**src/rtl/x_multdiv_unit_if.sv**
```systemverilog
// Issue/result bundle between the decode/execute latch and the iterative multiply/divide unit.
interface x_multdiv_unit_if #(
   parameter int WIDTH = 32
);
   logic             mult;
   logic             div;
   logic [WIDTH-1:0] operand_a;
   logic [WIDTH-1:0] operand_b;
   logic [4:0]       rd_in;
   logic             stall;
   logic [WIDTH-1:0] result;
   logic [4:0]       result_rd;
   logic             result_ready;
   logic             exception;

   modport master (
      output mult, div, operand_a, operand_b, rd_in,
      input  stall, result, result_rd, result_ready, exception
   );

   modport slave (
      input  mult, div, operand_a, operand_b, rd_in,
      output stall, result, result_rd, result_ready, exception
   );
endinterface

```
**src/rtl/x_multdiv_unit.sv**
```systemverilog
// Iterative signed shift-add multiply / restoring divide, WIDTH cycles per operation.
// Optional MULTDIV_EARLY_ZERO_EN: zero-operand ops skip RUN and complete the cycle after issue.
//
// state | meaning
// IDLE  | waiting for mult/div flag; operands latched at issue
// RUN   | one shift-add or restoring-divide iteration per cycle
// DONE  | result_ready pulse; start flags ignored
module x_multdiv_unit #(
   parameter int WIDTH = 32,
   parameter int CNT_W = 6
) (
   input  logic               clk,
   input  logic               reset,
   x_multdiv_unit_if.slave    bus
);
   typedef enum logic [1:0] {IDLE, RUN, DONE} state_t;

   state_t               state_q, state_d;
   logic [CNT_W-1:0]     cnt_q;
   logic [2*WIDTH:0]     p_q;     // {partial product | remainder, multiplier | quotient}
   logic [WIDTH-1:0]     m_q;     // multiplicand or divisor magnitude
   logic                 is_div_q;
   logic                 neg_q;
   logic                 dz_q;
   logic [4:0]           rd_q;

   logic                 start;
   logic                 start_div;
   logic                 early;
   logic                 a_neg, b_neg;
   logic [WIDTH-1:0]     a_mag, b_mag;

   assign start     = bus.mult | bus.div;
   assign start_div = bus.div & ~bus.mult;
   assign a_neg     = bus.operand_a[WIDTH-1];
   assign b_neg     = bus.operand_b[WIDTH-1];
   assign a_mag     = a_neg ? -bus.operand_a : bus.operand_a;
   assign b_mag     = b_neg ? -bus.operand_b : bus.operand_b;

`ifdef MULTDIV_EARLY_ZERO_EN
   assign early = (bus.operand_a == '0) | (bus.operand_b == '0);
`else
   assign early = 1'b0;
`endif

   // iteration datapath
   logic [WIDTH:0]       mul_sum;
   logic [2*WIDTH:0]     mul_next;
   logic [WIDTH:0]       rem_sh;
   logic [WIDTH:0]       rem_diff;
   logic [2*WIDTH:0]     div_next;

   always_comb begin
      mul_sum  = p_q[2*WIDTH:WIDTH] + (p_q[0] ? {1'b0, m_q} : {(WIDTH+1){1'b0}});
      mul_next = {mul_sum, p_q[WIDTH-1:0]} >> 1;
      rem_sh   = {p_q[2*WIDTH-1:WIDTH], p_q[WIDTH-1]};
      rem_diff = rem_sh - {1'b0, m_q};
      if (rem_sh >= {1'b0, m_q})
         div_next = {rem_diff, p_q[WIDTH-2:0], 1'b1};
      else
         div_next = {rem_sh, p_q[WIDTH-2:0], 1'b0};
   end

   // completion values; sign applied to magnitudes only at the end
   logic [2*WIDTH-1:0]   prod_s;
   logic [WIDTH-1:0]     quo_s;
   logic [WIDTH-1:0]     fin_result;
   logic                 fin_exc;

   always_comb begin
      prod_s = neg_q ? -p_q[2*WIDTH-1:0] : p_q[2*WIDTH-1:0];
      quo_s  = neg_q ? -p_q[WIDTH-1:0] : p_q[WIDTH-1:0];
      if (is_div_q) begin
         fin_result = dz_q ? '0 : quo_s;
         // only MIN / -1 yields a positive quotient of magnitude 2^(WIDTH-1)
         fin_exc    = dz_q | (~neg_q & p_q[WIDTH-1]);
      end else begin
         fin_result = prod_s[WIDTH-1:0];
         fin_exc    = (prod_s[2*WIDTH-1:WIDTH] != {WIDTH{prod_s[WIDTH-1]}});
      end
   end

   always_comb begin
      state_d          = state_q;
      bus.stall        = 1'b0;
      bus.result_ready = 1'b0;
      bus.result       = '0;
      bus.result_rd    = '0;
      bus.exception    = 1'b0;
      case (state_q)
         IDLE: begin
            if (start) begin
               bus.stall = 1'b1;
               state_d   = early ? DONE : RUN;
            end
         end
         RUN: begin
            bus.stall = 1'b1;
            if (cnt_q == CNT_W'(WIDTH-1))
               state_d = DONE;
         end
         DONE: begin
            bus.result_ready = 1'b1;
            bus.result       = fin_result;
            bus.result_rd    = rd_q;
            bus.exception    = fin_exc;
            state_d          = IDLE;
         end
         default: state_d = IDLE;
      endcase
   end

   always_ff @(posedge clk) begin
      if (reset)
         state_q <= IDLE;
      else
         state_q <= state_d;
   end

   always_ff @(posedge clk) begin
      if (reset) begin
         cnt_q    <= '0;
         p_q      <= '0;
         m_q      <= '0;
         is_div_q <= 1'b0;
         neg_q    <= 1'b0;
         dz_q     <= 1'b0;
         rd_q     <= '0;
      end else begin
         case (state_q)
            IDLE: begin
               if (start) begin
                  cnt_q    <= '0;
                  m_q      <= start_div ? b_mag : a_mag;
                  p_q      <= early ? '0 : {{(WIDTH+1){1'b0}}, (start_div ? a_mag : b_mag)};
                  is_div_q <= start_div;
                  neg_q    <= a_neg ^ b_neg;
                  dz_q     <= start_div & (bus.operand_b == '0);
                  rd_q     <= bus.rd_in;
               end
            end
            RUN: begin
               p_q   <= is_div_q ? div_next : mul_next;
               cnt_q <= cnt_q + 1'b1;
            end
            default: ;
         endcase
      end
   end
endmodule

```
**src/flat_wrapper.sv**
```systemverilog
// flat-port wrapper written by rule: the top's interface ports become plain ports
module x_multdiv_unit_flat 
#(
   parameter int WIDTH = 32,
   parameter int CNT_W = 6
)
  (clk, reset, bus_mult, bus_div, bus_operand_a, bus_operand_b, bus_rd_in, bus_stall, bus_result, bus_result_rd, bus_result_ready, bus_exception);
  x_multdiv_unit_if #(.WIDTH(WIDTH)) bus_i ();
  input  logic clk;
  input  logic reset;
  input wire logic [$bits(bus_i.mult)-1:0] bus_mult;
  input wire logic [$bits(bus_i.div)-1:0] bus_div;
  input wire logic [$bits(bus_i.operand_a)-1:0] bus_operand_a;
  input wire logic [$bits(bus_i.operand_b)-1:0] bus_operand_b;
  input wire logic [$bits(bus_i.rd_in)-1:0] bus_rd_in;
  output wire logic [$bits(bus_i.stall)-1:0] bus_stall;
  output wire logic [$bits(bus_i.result)-1:0] bus_result;
  output wire logic [$bits(bus_i.result_rd)-1:0] bus_result_rd;
  output wire logic [$bits(bus_i.result_ready)-1:0] bus_result_ready;
  output wire logic [$bits(bus_i.exception)-1:0] bus_exception;
  assign bus_i.mult = bus_mult;
  assign bus_i.div = bus_div;
  assign bus_i.operand_a = bus_operand_a;
  assign bus_i.operand_b = bus_operand_b;
  assign bus_i.rd_in = bus_rd_in;
  assign bus_stall = bus_i.stall;
  assign bus_result = bus_i.result;
  assign bus_result_rd = bus_i.result_rd;
  assign bus_result_ready = bus_i.result_ready;
  assign bus_exception = bus_i.exception;
  x_multdiv_unit #(.WIDTH(WIDTH), .CNT_W(CNT_W)) u_core (.clk(clk), .reset(reset), .bus(bus_i));
endmodule
```
**config.mk**
```make
export PLATFORM = sky130hd
export DESIGN_NAME = x_multdiv_unit_flat
export DESIGN_NICKNAME = d
export VERILOG_FILES = /design/src/rtl/x_multdiv_unit_if.sv /design/src/rtl/x_multdiv_unit.sv /design/src/flat_wrapper.sv
export SDC_FILE = /design/constraint.sdc
export NUM_CORES = 1
export LEC_CHECK = 0
export ABC_AREA = 1
export BUFFER_PORTS_ARGS = -buffer_cell sky130_fd_sc_hd__buf_4
export CAP_MARGIN = 25
export CORE_UTILIZATION = 50
export DETAILED_ROUTE_END_ITERATION = 8
export GPL_TIMING_DRIVEN = 0
export MAX_ROUTING_LAYER = met4
export PLACE_DENSITY = 0.71
export SYNTH_ARGS = -nofsm -noshare
export SYNTH_HDL_FRONTEND = slang
export SYNTH_SLANG_ARGS = --single-unit
```
**constraint.sdc**
```tcl
create_clock -name clk -period 6.3 [get_ports clk]
set_clock_uncertainty 0.15 [all_clocks]
set_input_delay 0.63 -clock clk [delete_from_list [all_inputs] [get_ports clk]]
set_output_delay 0.63 -clock clk [all_outputs]
set_load 0.02 [all_outputs]
```
==> results of run 1 <==
cells by family after synthesis:
logic type	Yosys count	share of synthesized area (%)
xor gates and xnor gates	83	5.012
and+or+nand+nor	1333	38.86
adders and majority gates	70	6.142
buffers and inverters	434	11.71
DFF	113	15.60
AOI/OAI and AO/OA	589	22.68
synthesized netlist by cell type, drive strengths merged (9+ instances only):
| cell type | n |
|---|---|
| nand2 | 734 |
| inv | 336 |
| nor2 | 327 |
| o21ai | 234 |
| a21oi | 227 |
| nand3 | 167 |
| dfxtp | 113 |
| clkbuf | 75 |
| ha | 68 |
| xor2 | 63 |
| o211ai | 47 |
| nor3 | 36 |
| nand4 | 26 |
| a31oi | 21 |
| buf | 21 |
| nand3b | 20 |
| xnor2 | 20 |
| nor4 | 10 |
| or2 | 9 |
cell type report:
class,instances,area [µm²]
Clock inverter,15,165.2
Clock buffer,17,425.4
Fill cell,2953,11750
Multi-Input combinational cell,2075,10540
Buffer,96,429.2
Sequential cell,113,2262
Tap cell,378,473.0
Timing Repair Buffer,112,840.8
Inverter,338,1270
state kept, by name (all words and copies together), names as in the netlist:
name	count
u_core.neg_q	1
u_core.state_q	2
u_core.dz_q	1
u_core.m_q	32
u_core.cnt_q	6
u_core.p_q	65
u_core.rd_q	5
u_core.is_div_q	1
worst min-delay path, delay by kind of cell (launching register included):
family	cells	cell delay, ns
AOI/OAI and AO/OA	1	0.06
buffers and inverters	1	0.06
DFF	1	0.30
per-stage QoR:
step / worst slack [ns] / cells / area [µm²]
floorplan: 3.368 / 2622 / 14510
global placement: 2.729 / 3112 / 15820
detailed placement: 2.632 / 3112 / 15820
CTS: 2.329 / 3144 / 16410
global route: 2.119 / 3144 / 16410
finish: 2.198 / 3144 / 16410
routing by layer:
| metal | up-vias | global-route usage, % |
|---|---|---|
| met5 | - | - |
| met4 | 0 | 27.47 |
| met3 | 315 | 10.28 |
| met2 | 1215 | 68.69 |
| met1 | 8532 | 54.70 |
| li1 | 8863 | - |
cell usage in the layout (no fill, tap or decap), types with 7 or more instances in the layout:
cell type,count
o21ai_1,19
o211ai_1,45
nor2_2,12
nand2_2,14
xor2_1,63
nor4_1,10
inv_1,330
buf_4,112
clkbuf_1,74
dfxtp_1,113
nand3_1,163
clkbuf_16,17
o21ai_0,211
nor3_1,35
a22oi_1,8
a21oi_1,226
or2_2,8
a31oi_1,21
nor2_1,308
xnor2_1,20
buf_1,7
o21a_1,8
buf_6,8
nand4_1,26
nand2_1,717
ha_1,68
nand3b_1,20
worst max-delay path by stage:
stage,start,endpoint,slack (ns)
2_1_floorplan,u_core.state_q[1],bus_result[1],3.37
3_3_place_gp,u_core.neg_q,bus_exception,2.73
3_5_place_dp,u_core.p_q[0],u_core.p_q[49],2.63
4_1_cts,u_core.p_q[0],bus_exception,2.33
5_1_grt,u_core.p_q[0],bus_exception,2.12
6_report,u_core.p_q[46],bus_exception,2.20
power by group:
group | switching (mW) | total (mW) | internal, mW
registers | 0.103 | 0.876 | 0.773
logic | 1.09 | 1.56 | 0.476
clock network | 0.452 | 1.02 | 0.565
total | 1.64 | 3.46 | 1.81
==> flow_summary.yaml, run 1 <==
critical_path:
  worst-path-stages: 16
  r2r_end: "u_core.p_q[49]"
  rrSetupSlack_ns: 2.55
  crit_family: "simple AND/OR/NAND/NOR gates"
  reg2regPathDepth: 17
  cp-end-kind: "output port"
  path_common_cell: "nand2_1"
  arrival_ns: 3.32
  max_stage_delay_ns: 0.36
  critical_path.slowest_cell: "dfxtp_1"
  criticalPathCategory: "reg2out"
  crit_chain: "clkbuf_1 > nor2_1 > nand2_1 > nor2_1 > nand2_1 > o21ai_1 > nand2_1 > nand2_1 > nand2_1 > o21ai_0 > nand2_1 > nor2_1 > nand2_1 > nor2_1 > a21oi_1 > buf_4"
  critPathLaunchType: "register"
  path_buf_inv: 2
  cp_max_fo: 6
  crit_required_ns: 5.52
  reg2reg_from: "u_core.p_q[0]"
power_and_ir_drop:
  ir_drop_mv: 0.1956
  total_leakage_power_nw: 8.031
  power.total_mw: 3.456
  p_per_area_mw_per_mm2: 210.6
clock_tree:
  cts.sinks: 113
  clockBufferDepth: 2
  cts_tree: "built"
  clk_pin_slew_worst_paths_ns: 0.07
  cts_resized: 0
  clock_latency_ns: 0.43
  cts_max_level: 4
  numCtsBuffers: 17
  post-cts-setup-buffers: 0
  root_buffer: "clkbuf_16"
  cts_hold_buf: 0
global_route:
  grt-ovfl-total: 0
  grt_max_degree: 17
  antenna_found_initial: 0
  grt_pass1_wl_mm: 97.59
  grt_pass1_vias: 17280
  grt.total_usage_pct: 45.36
die:
  coreArea_mm2: 0.02816
  die_w_um: 172.3
  die_area_mm2: 0.02970
  io_pins: 113
  die_h_um: 172.3
  core.rowCount: 61
  start_util_pct: 51.50
synthesis:
  ys.flop_type: "dfxtp_1"
  synth_area_mm2: 0.01451
  synth_top_cells_by_area: "nand2_1 19%, dfxtp_1 16%, inv_1 8.5%"
  synth-seq-cells: 113
  synth.distinct_cells: 55
  yosysTopAreaCellShare_pct: 18.55
  ys_async_sr_fraction_pct: 0
  synth-edff-count: 0
  synth_top_area_cell: "nand2_1"
  avgSynthCellArea_um2: 5.532
  ys_seq_area_share_pct: 15.60
  yosys_warnings: 0
  netlist_instances: 2622
  syn-num-nets: 2765
layout:
  antenna_cells: 0
  final_core_util_pct: 58.27
  nets: 2896
  drive_gt1_share_pct: 8.134
  syn2layout_area_growth_pct: 13.13
worst_hold_path:
  hold_class: "reg2reg"
  min_from: "u_core.rd_q[1]"
  hold_end: "u_core.rd_q[1]"
  min_path_cells: 2
place:
  gp_congestion: 1.066
  port_buffers: 112
  dp_hpwl_mm: 52.83
sta:
  hold_ws_ns: 0.3097
  finalSetupTns_ns: 0
  grt_setup_unrepaired: "no"
  fin_crit_ns: 4.102
  max_freq_ghz: 0.2438
  setup_viol: 0
  fin_crit_sh_pct: 65.11
  worst_pin_slew_ns: 1.018
  drv_slew: 0
  slew_headroom_pct: 32.16
  hold_violations: 0
detailed_routing:
  highest_layer: "met4"
  wl_met2_mm: 27.73
  viasPerCell: 6.019
  remaining_drc_errors: 0
  wl_met1_mm: 25.44
  drt_iter0_drc: 2183
  first_pass_iters: 6
  vias: 18930
  ant_nets: 0
  wl_per_cell_um: 20.76
  wl_met3_mm: 7.513
  postRouteWirelength_mm: 65.28
flow_run:
  max-cap-violations: 0
run_status:
  status: "completed"
(Power assumes the default switching activity.)
==> run 2, diff against run 1 <==
--- a/config.mk
+++ b/config.mk
@@ -12,7 +12,7 @@
 export DETAILED_ROUTE_END_ITERATION = 8
 export GPL_TIMING_DRIVEN = 0
 export MAX_ROUTING_LAYER = met4
-export PLACE_DENSITY = 0.71
+export PLACE_DENSITY = 0.74
 export SYNTH_ARGS = -nofsm -noshare
 export SYNTH_HDL_FRONTEND = slang
 export SYNTH_SLANG_ARGS = --single-unit
==> constraint.sdc (replaced) <==
create_clock -name clk -period 3.6 [get_ports clk]
set_clock_uncertainty 0.15 [all_clocks]
set_input_delay 0.36 -clock clk [delete_from_list [all_inputs] [get_ports clk]]
set_output_delay 0.36 -clock clk [all_outputs]
set_load 0.02 [all_outputs]
==> flow_summary.yaml, run 2 (same netlist as run 1, synthesis figures left out) <==
run_status:
  status: "complete, but fails checks"
  violations: "design-rule violations, negative setup slack"
worst_hold_path:
  min_path_cells: 3
  hold_end: "u_core.rd_q[0]"
  min_from: "bus_rd_in[0]"
  hold_class: "in2reg"
detailed_routing:
  viasPerCell: 6.011
  postRouteWirelength_mm: 63.88
  highest_layer: "met4"
  drt_iter0_drc: 2105
  wl_met2_mm: 27.57
  remaining_drc_errors: 40
  vias: 18940
  wl_met1_mm: 25.14
  first_pass_iters: 9
  wl_met3_mm: 7.074
  wl_per_cell_um: 20.27
  ant_nets: 0
sta:
  slew_headroom_pct: 35.19
  setup_viol: 1
  fin_crit_sh_pct: 102.1
  fin_crit_ns: 3.674
  worst_slack_ns: -0.07445
  hold_ws_ns: 0.05979
  hold_violations: 0
  grt_setup_unrepaired: "yes"
  worst_pin_slew_ns: 0.9721
  max_freq_ghz: 0.2721
  drv_slew: 0
clock_tree:
  cts_max_level: 4
  root_buffer: "clkbuf_16"
  cts_tree: "built"
  clock_latency_ns: 0.44
  clockBufferDepth: 2
  clk_pin_slew_worst_paths_ns: 0.07
  cts_hold_buf: 0
  numCtsBuffers: 17
  cts.sinks: 113
global_route:
  grt.total_usage_pct: 44.24
  grt_pass1_vias: 17260
  grt_max_degree: 17
  grt_pass1_wl_mm: 95.57
  antenna_found_initial: 4
  grt-ovfl-total: 0
critical_path:
  max_stage_delay_ns: 0.57
  path_buf_inv: 4
  cp_max_fo: 10
  arrival_ns: 3.16
  criticalPathCategory: "reg2out"
  path_common_cell: "clkbuf_1"
  crit_chain: "clkbuf_1 > clkbuf_2 > clkbuf_1 > nor2_1 > o31ai_1 > a21oi_1 > buf_4"
  cp-end-kind: "output port"
  critical_path.slowest_cell: "o31ai_1"
  r2r_end: "u_core.p_q[61]"
  rrSetupSlack_ns: 0.17
  crit_required_ns: 3.09
  crit_family: "buffers and inverters"
  reg2reg_from: "u_core.p_q[0]"
  critPathLaunchType: "register"
  reg2regPathDepth: 21
power_and_ir_drop:
  ir_drop_mv: 0.3554
  power.switching_mw: 2.860
  p_int_mw: 3.181
  swShare_pct: 47.34
  clkPwrFrac_pct: 29.2
  p_per_area_mw_per_mm2: 366.2
  combPwrFrac_pct: 45.5
  total_leakage_power_nw: 8.056
  p_seq_share_pct: 25.3
layout:
  fillerInstances: 2943
  syn2layout_area_growth_pct: 13.71
  layout_common_cells: "716 x nand2_1, 329 x inv_1, 302 x nor2_1"
  nets: 2899
  largest_reg_flops: 65
  stdcell_area_mm2: 0.01649
  mostFrequentLayoutCell: "nand2_1"
  top_regs: "u_core.p_q x65, u_core.m_q x32, u_core.cnt_q x6"
  regMostFlops: "u_core.p_q"
  drive_gt1_share_pct: 8.667
die:
  io_pins: 113
  die_area_mm2: 0.02970
  die_h_um: 172.3
  coreArea_mm2: 0.02816
  start_util_pct: 51.50
  die_w_um: 172.3
  core.rowCount: 61
place:
  port_buffers: 112
  place_area_mm2: 0.01582
  gp_congestion: 1.075
  dp_hpwl_mm: 52.24
  dpl_worst_slack_ns: -0.02327
flow_run:
  max-cap-violations: 0
run 2: cell count changes in the layout (fill, tap and decap cells not counted), sizes merged:
cell	change
diode	+4
buf	+3
run 2: routing by layer:
layer / global-route usage (%) / up-vias
met2: 67.78 / 1207
met5: - / -
met4: 27.40 / 0
met3: 8.766 / 253
met1: 53.28 / 8590
li1: - / 8890
run 2: tightest hold or removal path, cell delays in order:
cell     delay [ns]
buf_4          0.08
o21ai_0        0.07
a21oi_1        0.11
run 2: through the flow:
step                       TNS, ns  power, mW  instances  utilization (%)
after floorplan                  0      3.307       2622                -
after global placement           0      4.137       3112            56.17
after detailed placement  -0.04331      4.165       3112            56.17
after CTS                        0      5.896       3144            58.29
after global routing       -0.1323      6.322       3151            58.56
final                     -0.07445      6.040       3151            58.56
run 2: area by class of cell:
type	count	area (µm²)	share of cell area, %
inverter	338	1270	7.700
tap	378	473.0	2.868
buffer	96	434.2	2.632
multi-input combinational	2075	10590	64.22
timing repair buffer	115	863.3	5.234
clock inverter	15	162.7	0.9862
clock buffer	17	425.4	2.579
sequential	113	2262	13.72
antenna	4	10.01	0.06069
run 2: power by group through the flow:
stage	clock network [mW]	registers [mW]	logic, mW
after floorplan	0	1.46	1.84
after global placement	0	1.54	2.60
after detailed placement	0	1.54	2.62
after CTS	1.74	1.51	2.64
after global routing	1.80	1.53	2.99
final	1.76	1.53	2.75
run 2: worst max path at each step:
stage	startpoint	to	slack, ns	cells after the start
floorplan	u_core.p_q[0]	u_core.p_q[49]	0.72	17
CTS	u_core.p_q[0]	bus_exception	0.02	19
global route	u_core.p_q[46]	bus_exception	-0.13	16
detailed placement	u_core.p_q[0]	u_core.p_q[49]	-0.02	17
finish	u_core.neg_q	bus_exception	-0.07	7
global placement	u_core.p_q[0]	u_core.p_q[49]	0.06	17
run 2: what timing repair did:
action                     in CTS  in global routing
buffers inserted                0                  3
pin swaps                       0                  2
cloned                          0                  0
gates resized for setup         5                 15
setup endpoints to repair       3                 14
